$ cat config.mk
export PLATFORM = sky130hd
export DESIGN_NAME = sign_max_seq
export DESIGN_NICKNAME = d
export VERILOG_FILES = /design/src/rtl/sign_max_pkg.sv /design/src/rtl/sign_max_seq.sv
export SDC_FILE = /design/constraint.sdc
export NUM_CORES = 1
export LEC_CHECK = 0
export CORE_MARGIN = 3
export CORE_UTILIZATION = 54
export CTS_CLUSTER_DIAMETER = 150
export CTS_CLUSTER_SIZE = 12
export DETAILED_ROUTE_END_ITERATION = 8
export PLACE_DENSITY_LB_ADDON = 0.3
export SYNTH_ARGS = -nofsm -noshare
export SYNTH_HDL_FRONTEND = slang
export SYNTH_SLANG_ARGS = --single-unit
$ cat constraint.sdc
create_clock -name SYSCLK -period 3.85 [get_ports SYSCLK]
set_input_delay 0.5775 -clock SYSCLK [delete_from_list [all_inputs] [get_ports SYSCLK]]
set_output_delay 0.5775 -clock SYSCLK [all_outputs]
set_load 0.03 [all_outputs]
$ cat src/rtl/sign_max_pkg.sv
// Shared types and constants for the streaming signed-maximum finder.
// The FSM state encoding lives here so any companion logic can decode it.
package sign_max_pkg;

  localparam int DEFAULT_WIDTH = 8;
  localparam int DEFAULT_LEN_W = 8;

  localparam logic [DEFAULT_WIDTH-1:0] SMIN = {1'b1, {(DEFAULT_WIDTH-1){1'b0}}};

  typedef enum logic [2:0] {
    IDLE   = 3'd0,
    FIRST  = 3'd1,
    ACCEPT = 3'd2,
    CMP    = 3'd3,
    DONE   = 3'd4
  } state_t;

endpackage

$ cat src/rtl/sign_max_seq.sv
// Streaming signed-maximum finder. Drives an external comparator with the
// candidate sample (DataA) and the running maximum (DataB), and reads AGEB back.
module sign_max_seq
  import sign_max_pkg::*;
#(
  parameter int WIDTH = DEFAULT_WIDTH,
  parameter int LEN_W = DEFAULT_LEN_W
) (
  input  logic             SYSCLK,
  input  logic             NSYSRESET,
  input  logic             start,
  input  logic [LEN_W-1:0] frame_len,
  input  logic             s_valid,
  input  logic [WIDTH-1:0] s_data,
  output logic             s_ready,
  output logic [WIDTH-1:0] DataA,
  output logic [WIDTH-1:0] DataB,
  input  logic             AGEB,
  output logic             busy,
  output logic             done,
  output logic [WIDTH-1:0] max_val,
  output logic [LEN_W-1:0] max_idx
);

  localparam logic [WIDTH-1:0] MIN_VAL = {1'b1, {(WIDTH-1){1'b0}}};
  localparam logic [LEN_W-1:0] ONE     = LEN_W'(1);

  state_t           state_q, state_d;
  logic [LEN_W-1:0] len_q, len_d;
  logic [LEN_W-1:0] cnt_q, cnt_d;
  logic [LEN_W-1:0] best_idx_q, best_idx_d;
  logic [LEN_W-1:0] max_idx_q, max_idx_d;
  logic [WIDTH-1:0] best_q, best_d;
  logic [WIDTH-1:0] data_a_q, data_a_d;
  logic [WIDTH-1:0] data_b_q, data_b_d;
  logic [WIDTH-1:0] max_val_q, max_val_d;
  logic             s_ready_q, s_ready_d;
  logic             busy_q, busy_d;
  logic             done_q, done_d;

  logic             xfer;
  logic [LEN_W-1:0] cnt_inc;

  assign xfer    = s_valid && s_ready_q;
  assign cnt_inc = cnt_q + ONE;

  always_comb begin
    state_d    = state_q;
    len_d      = len_q;
    cnt_d      = cnt_q;
    best_d     = best_q;
    best_idx_d = best_idx_q;
    data_a_d   = data_a_q;
    data_b_d   = data_b_q;
    max_val_d  = max_val_q;
    max_idx_d  = max_idx_q;

    case (state_q)
      IDLE: begin
        if (start) begin
          if (frame_len == '0) begin
            // Empty frame reports the most negative value at index 0.
            best_d     = MIN_VAL;
            best_idx_d = '0;
            state_d    = DONE;
          end else begin
            len_d   = frame_len;
            state_d = FIRST;
          end
        end
      end
      FIRST: begin
        if (xfer) begin
          best_d     = s_data;
          best_idx_d = '0;
          data_b_d   = s_data;
          cnt_d      = ONE;
          state_d    = (len_q == ONE) ? DONE : ACCEPT;
        end
      end
      ACCEPT: begin
        if (xfer) begin
          data_a_d = s_data;
          state_d  = CMP;
        end
      end
      CMP: begin
        // Ties take the newer sample, so the latest equal value wins.
        if (AGEB) begin
          best_d     = data_a_q;
          data_b_d   = data_a_q;
          best_idx_d = cnt_q;
        end
        cnt_d   = cnt_inc;
        state_d = (cnt_inc == len_q) ? DONE : ACCEPT;
      end
      DONE: begin
        state_d = IDLE;
      end
      default: begin
        state_d = IDLE;
      end
    endcase

    if ((state_d == DONE) && (state_q != DONE)) begin
      max_val_d = best_d;
      max_idx_d = best_idx_d;
    end

    // Moore outputs are registered from the next state so they line up with it.
    s_ready_d = (state_d == FIRST) || (state_d == ACCEPT);
    busy_d    = (state_d != IDLE);
    done_d    = (state_d == DONE);
  end

  always_ff @(posedge SYSCLK or negedge NSYSRESET) begin
    if (!NSYSRESET) begin
      state_q    <= IDLE;
      len_q      <= '0;
      cnt_q      <= '0;
      best_q     <= '0;
      best_idx_q <= '0;
      data_a_q   <= '0;
      data_b_q   <= '0;
      max_val_q  <= '0;
      max_idx_q  <= '0;
      s_ready_q  <= 1'b0;
      busy_q     <= 1'b0;
      done_q     <= 1'b0;
    end else begin
      state_q    <= state_d;
      len_q      <= len_d;
      cnt_q      <= cnt_d;
      best_q     <= best_d;
      best_idx_q <= best_idx_d;
      data_a_q   <= data_a_d;
      data_b_q   <= data_b_d;
      max_val_q  <= max_val_d;
      max_idx_q  <= max_idx_d;
      s_ready_q  <= s_ready_d;
      busy_q     <= busy_d;
      done_q     <= done_d;
    end
  end

  assign s_ready = s_ready_q;
  assign DataA   = data_a_q;
  assign DataB   = data_b_q;
  assign busy    = busy_q;
  assign done    = done_q;
  assign max_val = max_val_q;
  assign max_idx = max_idx_q;

endmodule

==> results.txt, run 1 <==
- The flow ran to the end, and the final reports show no timing, DRC or antenna violations.
- The total area inside the core boundary comes to roughly 0.0055 sq mm.
- Footprint of the multi-input gates: ~0.0012 sq mm
- The number of buffers and inverters on the critical path is 0.
- Pin count of the biggest net entering global routing: a little over 50
- 0 antenna diodes ended up in the layout.
- Detailed routing inserted a total of 2,212 vias.
- Number of detailed-routing iterations run before antenna repair: 4
- In this run, placement finished with an instance count of 385.
- The worst pin sits at a relative slew slack of between 20% and 30%.
* Number of failing setup endpoints in the final timing report: 0
- Of all flip-flops after synthesis, the portion carrying an async set or reset was 100%.
- Unrepaired setup endpoints after global routing: no
- The first global-routing pass estimated approximately 11,000 microns of wire.
- Sink Count: 70
- Dividing the final minimum period by the clock period gives approximately four fifths.
* Summed negative setup slack over all endpoints: 0 ns
- Synthesis inferred 70 register bits.
- In this run, CTS created clock tree buffers numbering 9.
* Critical path peak fanout: 18
* Fraction of layout cells with a size suffix above 1: around 18%
- After synthesis, the largest area contributor takes up 56.3% of total cell area.
- Die span in y: about 82 microns
- Nets: 346
- The tool flagged a number of max-cap violations equal to 0.
* DP Area: roughly 0.0037 sq mm
* Clock Latency Late Sink: ~0.35 ns
* Synth-to-layout area growth: 24.4%
* Top layer reached by signal wires: met4
* Tot Pwr: approximately 2700 uW
- CP required: about 4 ns
- Library cell contributing the largest single delay on the critical path: sky130_fd_sc_hd__o31a_1
* Post-synth EDFFs: 0
* Detailed-route wire length on metal 1: between 3000 and 4000 microns
- Count of hold buffers inserted by post-cts repair: 0
- For this run, the slowest stage of the critical path takes 0.64 ns.
- Endpoint class of the critical path: flip-flop
* Initial core utilization: between 50% and 60%
* Amount of wire on met3 after detailed routing: around 300 microns
* Synthesized netlist net count: about 290
- Traced cell by cell, the critical path runs through ha_1 -> and3_4 -> nand3_1 -> xnor2_1 -> or4_4 -> o31a_1 -> mux2_4.
* Register clock-pin slew on the reported worst setup and hold paths: about 0.080 ns
* Worst Setup Start Kind: flip-flop
- Yosys Warn Count: 0
- Mapped Area: 0.00311 sq mm
- Most used flip-flop cell after synthesis: sky130_fd_sc_hd__dfrtp_1
* Number of design-rule violations left by the first detailed-router iteration: approximately 120
- TritonCTS clock tree: built
- Once the clock tree was built, the resizer swapped 0 gates to a different size.
- Number of max-slew violations in the final report: 0
- DR WL/cell: roughly 17 microns
- The number of setup buffers added after CTS is 0.
* Aggregate global routing overflow: 0
- Worst slew pin tran: 1.10 ns
* Type of the worst setup path: reg -> reg
* Clock root buffer: sky130_fd_sc_hd__clkbuf_8
- Area used by sequential logic in the layout: approximately 0.0018 sq mm
- Total of fill cells in the finished design: about 440
* Minimum hold slack: 0.171 ns
- The H-tree generated during clock tree synthesis spans 3 levels.
- With fillers left out, the area of the finished cells amounts to 0.00387 sq mm.
* # port buffers: 55
- The detail route stage leaves a number of antenna-violating nets equal to 0.
* Endpoints failing hold: 0
* Count of pins on the block boundary: 56
- Drt via density: about 5.5
- The die covers 0.00671 sq mm.
- Width of the die: about 82 microns
- Final critical-path required period: a little over 3 ns
- After technology mapping, the gate count stands at 264.
- Cell variety after synth: 46
* Routed wire length: approximately 7000 microns
- Summed over all instances, the cell type with the most area after synthesis is sky130_fd_sc_hd__dfrtp_1.
- Routability congestion estimate from global placement: ~0.85
- The initial antenna violation count came to 0.
* Post-DP HPWL: ~4700 microns
- In this run the power density over the cells is just over 700 mW/mm^2.
* Part of the Yosys area used for sequential elements: 56.3%
- Leakage dissipation: 0.00171 uW
- CP arrival: 3.24 ns
- Top library cells by usage in the layout, fill and taps aside: sky130_fd_sc_hd__dfrtp_1 (70), sky130_fd_sc_hd__clkdlybuf4s50_1 (54), sky130_fd_sc_hd__nand2_1 (31)
- Syn_area_per_cell: 11.8 sq um
- Biggest area contributors in the synthesized netlist: sky130_fd_sc_hd__dfrtp_1 (56%), sky130_fd_sc_hd__mux2_2 (8.3%), sky130_fd_sc_hd__mux2_4 (3.9%)
- Routed wl met2: 3210 microns
- VDD IR-drop max: approximately 0.00042 V
* Cell row count: 27
- Counting along the longest clock path gives a buffer depth of 2.
* Final routed DRC violation total: 0
- Excluding fillers, the count of instances in the completed layout stands at around 400.
- Crit path max-delay family: simple AND/OR/NAND/NOR gates
- Class of the tightest hold or removal check: in -> async
* Final Skew: slightly above 0.01 ns
- Peak clock frequency supported by timing: between 0.3 and 0.4 GHz
- The number of global-route vias before repair is around 2,200.
* Overall track demand over capacity in global routing: between 20% and 30%
- Most common cell after layout, fill and taps aside: sky130_fd_sc_hd__dfrtp_1
[through the flow]
stage	util (%)	setup WS [ns]
2_1_floorplan	-	1.25
3_3_place_gp	66.8	0.880
3_5_place_dp	66.8	0.810
4_1_cts	69.9	0.851
5_1_grt	69.9	0.705
6_report	69.9	0.833
[Yosys cell counts, drive strengths merged (5+ instances only)]
cell type / n
dfrtp: 70
mux2: 31
nand2: 31
o21ai: 22
inv: 11
a22o: 9
nor2: 9
a21oi: 8
a22oi: 7
nand3: 6
xnor2: 6
clkbuf: 5
[per-layer routing]
metal  vias to the layer above  GRT usage [%]
li1                       1060              -
met1                      1095           30.2
met2                        49           31.8
met3                         8           5.26
met4                         0           10.3
met5                         -              0
[flip-flops by register name, summed over array words and instances (netlist names)]
register    flops
state_q         3
busy            1
max_val         8
DataA           8
cnt_q           8
best_idx_q      8
max_idx         8
best_q          8
done            1
len_q           8
DataB           8
s_ready         1
[power by group]
group	total (uW)	internal (uW)	leakage, uW	switching (uW)
combinational	1080	485	0.000764	591
sequential	1150	967	0.000864	183
clock	523	247	0.0000841	276
total	2750	1700	0.00171	1050
[layout make-up]
class                   instances  area share, %
repair buffers                 58           14.7
well taps                      72           2.33
clock buffers                  10           3.55
flip-flops and latches         70           45.2
clock inverters                 6          0.969
multi-input cells             174           32.2
inverters                      11           1.07
[worst paths after layout]
check / from / slack, ns / cells after the start / to
min reg2reg: DataB[2] / 0.48 / 2 / DataB[2]
max in group asynchronous: NSYSRESET / 2.68 / 2 / cnt_q[6]
min in group SYSCLK: DataB[2] / 0.48 / 2 / DataB[2]
max: cnt_q[0] / 0.83 / 7 / max_val[6]
max reg2reg: cnt_q[0] / 0.83 / 7 / max_val[6]
min: NSYSRESET / 0.17 / 1 / best_q[4]
[cells by family (layout without fill, tap and decap cells)]
logic type,Yosys count,after routing,synth area share [%]
flip-flops,70,70,56.3
multiplexers,31,31,12.2
buffers and inverters,20,85,3.66
AO/OA/AOI/OAI,62,62,13.0
adder cells (fa/ha/maj),1,1,0.402
XOR/XNOR,9,9,2.77
AND/OR/NAND/NOR,71,71,11.7
Power figures use the tool's default switching activity.
==> run 2: changes to the inputs <==
--- a/config.mk
+++ b/config.mk
@@ -6,7 +6,7 @@
 export NUM_CORES = 1
 export LEC_CHECK = 0
 export CORE_MARGIN = 3
-export CORE_UTILIZATION = 54
+export CORE_UTILIZATION = 52
 export CTS_CLUSTER_DIAMETER = 150
 export CTS_CLUSTER_SIZE = 12
 export DETAILED_ROUTE_END_ITERATION = 8
==> constraint.sdc (replaced) <==
create_clock -name SYSCLK -period 3.1 [get_ports SYSCLK]
set_input_delay 0.465 -clock SYSCLK [delete_from_list [all_inputs] [get_ports SYSCLK]]
set_output_delay 0.465 -clock SYSCLK [all_outputs]
set_load 0.03 [all_outputs]
==> results.txt, run 2 (synthesis gave the netlist of run 1 again) <==
- The count of pins over their slew limit came to 0.
* Total of fill cells in the finished design: 420
* Tcrit/Tclk final: approximately 90%
- DR WL/cell: 17.4 microns
- N_diodes: 0
* Endpoint class of the critical path: flip-flop
- Global routing consumed, over all layers together, about 22% of the routing resources.
- The pre-antenna-repair detailed-routing pass consisted of 4 iterations.
* Net switching power: between 1000 and 1500 uW
* Worst max-slew margin expressed relative to the limit: between 40 and 50%
* Total via count after detailed routing: 2,264
* Buffers plus inverters on the worst setup path: 1
- Worst reg2reg path depth: 8
- In this run the worst hold path is classified as in -> async.
- Leakage dissipation: 0.00174 uW
- The first routing iteration left approximately 110 violations.
* Critical-path cell list: ha_1 -> and3_4 -> nand3_1 -> xnor2_1 -> or4_4 -> o31a_1 -> buf_4 -> mux2_4
- Summed negative setup slack over all endpoints: 0 ns
- Max-cap violations in this run came to 0.
* Number of nets still failing antenna checks after routing: 0
- Beginning of the worst register-to-register path: cnt_q[0]
- Net switching is between 30% and 40% of the power.
- Setup repair bufs after CTS: 0
* Routability congestion estimate from global placement: around 0.83
* Portion of total power attributed to combinational logic: between 30% and 40%
* Top library cells by usage in the layout, fill and taps aside: sky130_fd_sc_hd__dfrtp_1 (70), sky130_fd_sc_hd__clkdlybuf4s50_1 (54), sky130_fd_sc_hd__nand2_1 (31)
* Number of resized instances in the post-cts repair step: 0
* Number of failing setup endpoints in the final timing report: 0
* Outcome: finished, final reports clean
- The worst setup path is of the reg -> reg kind.
- Leaving out fill and tap cells, the most frequent cell in the layout is sky130_fd_sc_hd__dfrtp_1.
* Total core area: roughly 0.0056 sq mm
* Nets: between 300 and 400
* TritonCTS clock tree: built
- Worst Setup Start Kind: flip-flop
- between 50 and 60 I/O pins were placed.
* Sequential fraction of design power: about two fifths
- The clock network burns 20.7% of the power.
- Sink Count: 70
- Routed wire length: approximately 7000 microns
- Internal: ~2200 uW
- The number of global-route vias before repair was 2,312.
- The design draws ~3500 uW.
* Crit path max-delay family: simple AND/OR/NAND/NOR gates
* Final Skew: between 0.01 and 0.015 ns
- The tightest hold path in the finished design has a slack of approximately 0.19 ns.
- Drt via density: between 5 and 6
* Cell count along the critical path: 8
- Unrepaired setup endpoints after global routing: no
* Clock Latency Late Sink: about 0.34 ns
- In this run the power density over the cells is 890 mW/mm^2.
- Fraction of layout cells with a size suffix above 1: between 10% and 20%
- Total CTS buffers: 9
- The floorplan has 27 rows.
- For this design, the CTS-stage hold fixing added 0 buffers.
* H-tree levels: 3
- Clock-pin slew was measured on the worst setup and hold paths at approximately 0.08 ns.
- CP arrival: between 2 and 3 ns
* Worst r2r dst: max_val[4]
- The most critical setup path has its startpoint at cnt_q[0].
* Die Footprint: roughly 0.007 sq mm
- Port buffering added 55 buffers.
- VDD sags by at most roughly 0.00054 V.
* CP required: 3.33 ns
* Initial core utilization: 55.2%
- Post-DP HPWL: around 5000 microns
- Setup slack on the worst reg-to-reg path comes out at 0.38 ns.
* Endpoints failing hold: 0
- Initial antenna violation count: 0
- The first global-routing pass estimated about 12,000 microns of wire.
- The total overflow left after global routing is 0.
- In this run the horizontal extent of the chip is approximately 83 microns.
- Library cell contributing the largest single delay on the critical path: sky130_fd_sc_hd__or4_4
* CP peak stage delay: 0.52 ns
* Synth-to-layout area growth: 26.4%
- In this run the worst path has a maximum fanout of 18.
* Final standard cell utilization of the core: 69.8%
- Max Root-Sink Buffers: 2
* Pin count of the biggest net entering global routing: 39
* Final routed DRC violation total: 0
- Clock root buffer: sky130_fd_sc_hd__clkbuf_8
- Peak clock frequency supported by timing: roughly 0.37 GHz
- Worst slew pin tran: 0.751 ns
- The floorplan step set the die height to around 83 microns.
* Final critical-path required period: 2.72 ns
[run 2: final cells by class]
class	count	area (sq um)	share of cell area (%)
sequential	70	1750	44.5
multi-input combinational	174	1250	31.7
timing repair buffer	62	611	15.5
clock buffer	9	124	3.15
tap	72	90.1	2.29
clock inverter	6	71.3	1.81
inverter	11	41.3	1.05
[run 2: worst max-delay path by stage]
stage | endpoint | slack [ns]
2_1_floorplan | max_idx[7] | 0.50
4_1_cts | max_val[4] | 0.39
3_5_place_dp | max_val[5] | 0.35
5_1_grt | max_val[0] | 0.26
6_report | max_val[4] | 0.38
3_3_place_gp | max_val[3] | 0.43
[run 2: per-layer routing]
metal	vias up	routed length, microns	GRT usage [%]
met4	0	129	8.02
met1	1133	3160	28.9
met3	11	280	5.26
met2	51	3440	34.0
met5	-	0	0
li1	1069	-	-
[run 2: through the flow]
stage               setup slack (ns)  cell area (sq um)  cells
global placement               0.428               3740    389
detailed placement             0.354               3740    389
global route                   0.258               3940    404
CTS                            0.388               3940    404
floorplan                      0.498               3110    264
finish                         0.378               3940    404
[run 2: power groups by stage]
| stage | clock, uW | combinational [uW] | sequential (uW) |
|---|---|---|---|
| floorplan | 0 | 616 | 1650 |
| global placement | 0 | 1310 | 1420 |
| detailed placement | 0 | 1350 | 1440 |
| CTS | 750 | 1360 | 1430 |
| global route | 783 | 1450 | 1470 |
| finish | 725 | 1350 | 1430 |
==> run 3: changes to the inputs <==
--- a/config.mk
+++ b/config.mk
@@ -11,6 +11,7 @@
 export CTS_CLUSTER_SIZE = 12
 export DETAILED_ROUTE_END_ITERATION = 8
 export PLACE_DENSITY_LB_ADDON = 0.3
+export SLEW_MARGIN = 20
 export SYNTH_ARGS = -nofsm -noshare
 export SYNTH_HDL_FRONTEND = slang
 export SYNTH_SLANG_ARGS = --single-unit
==> results of run 3 <==
No change in the layout: final DEF, timing and power equal those of run 2.
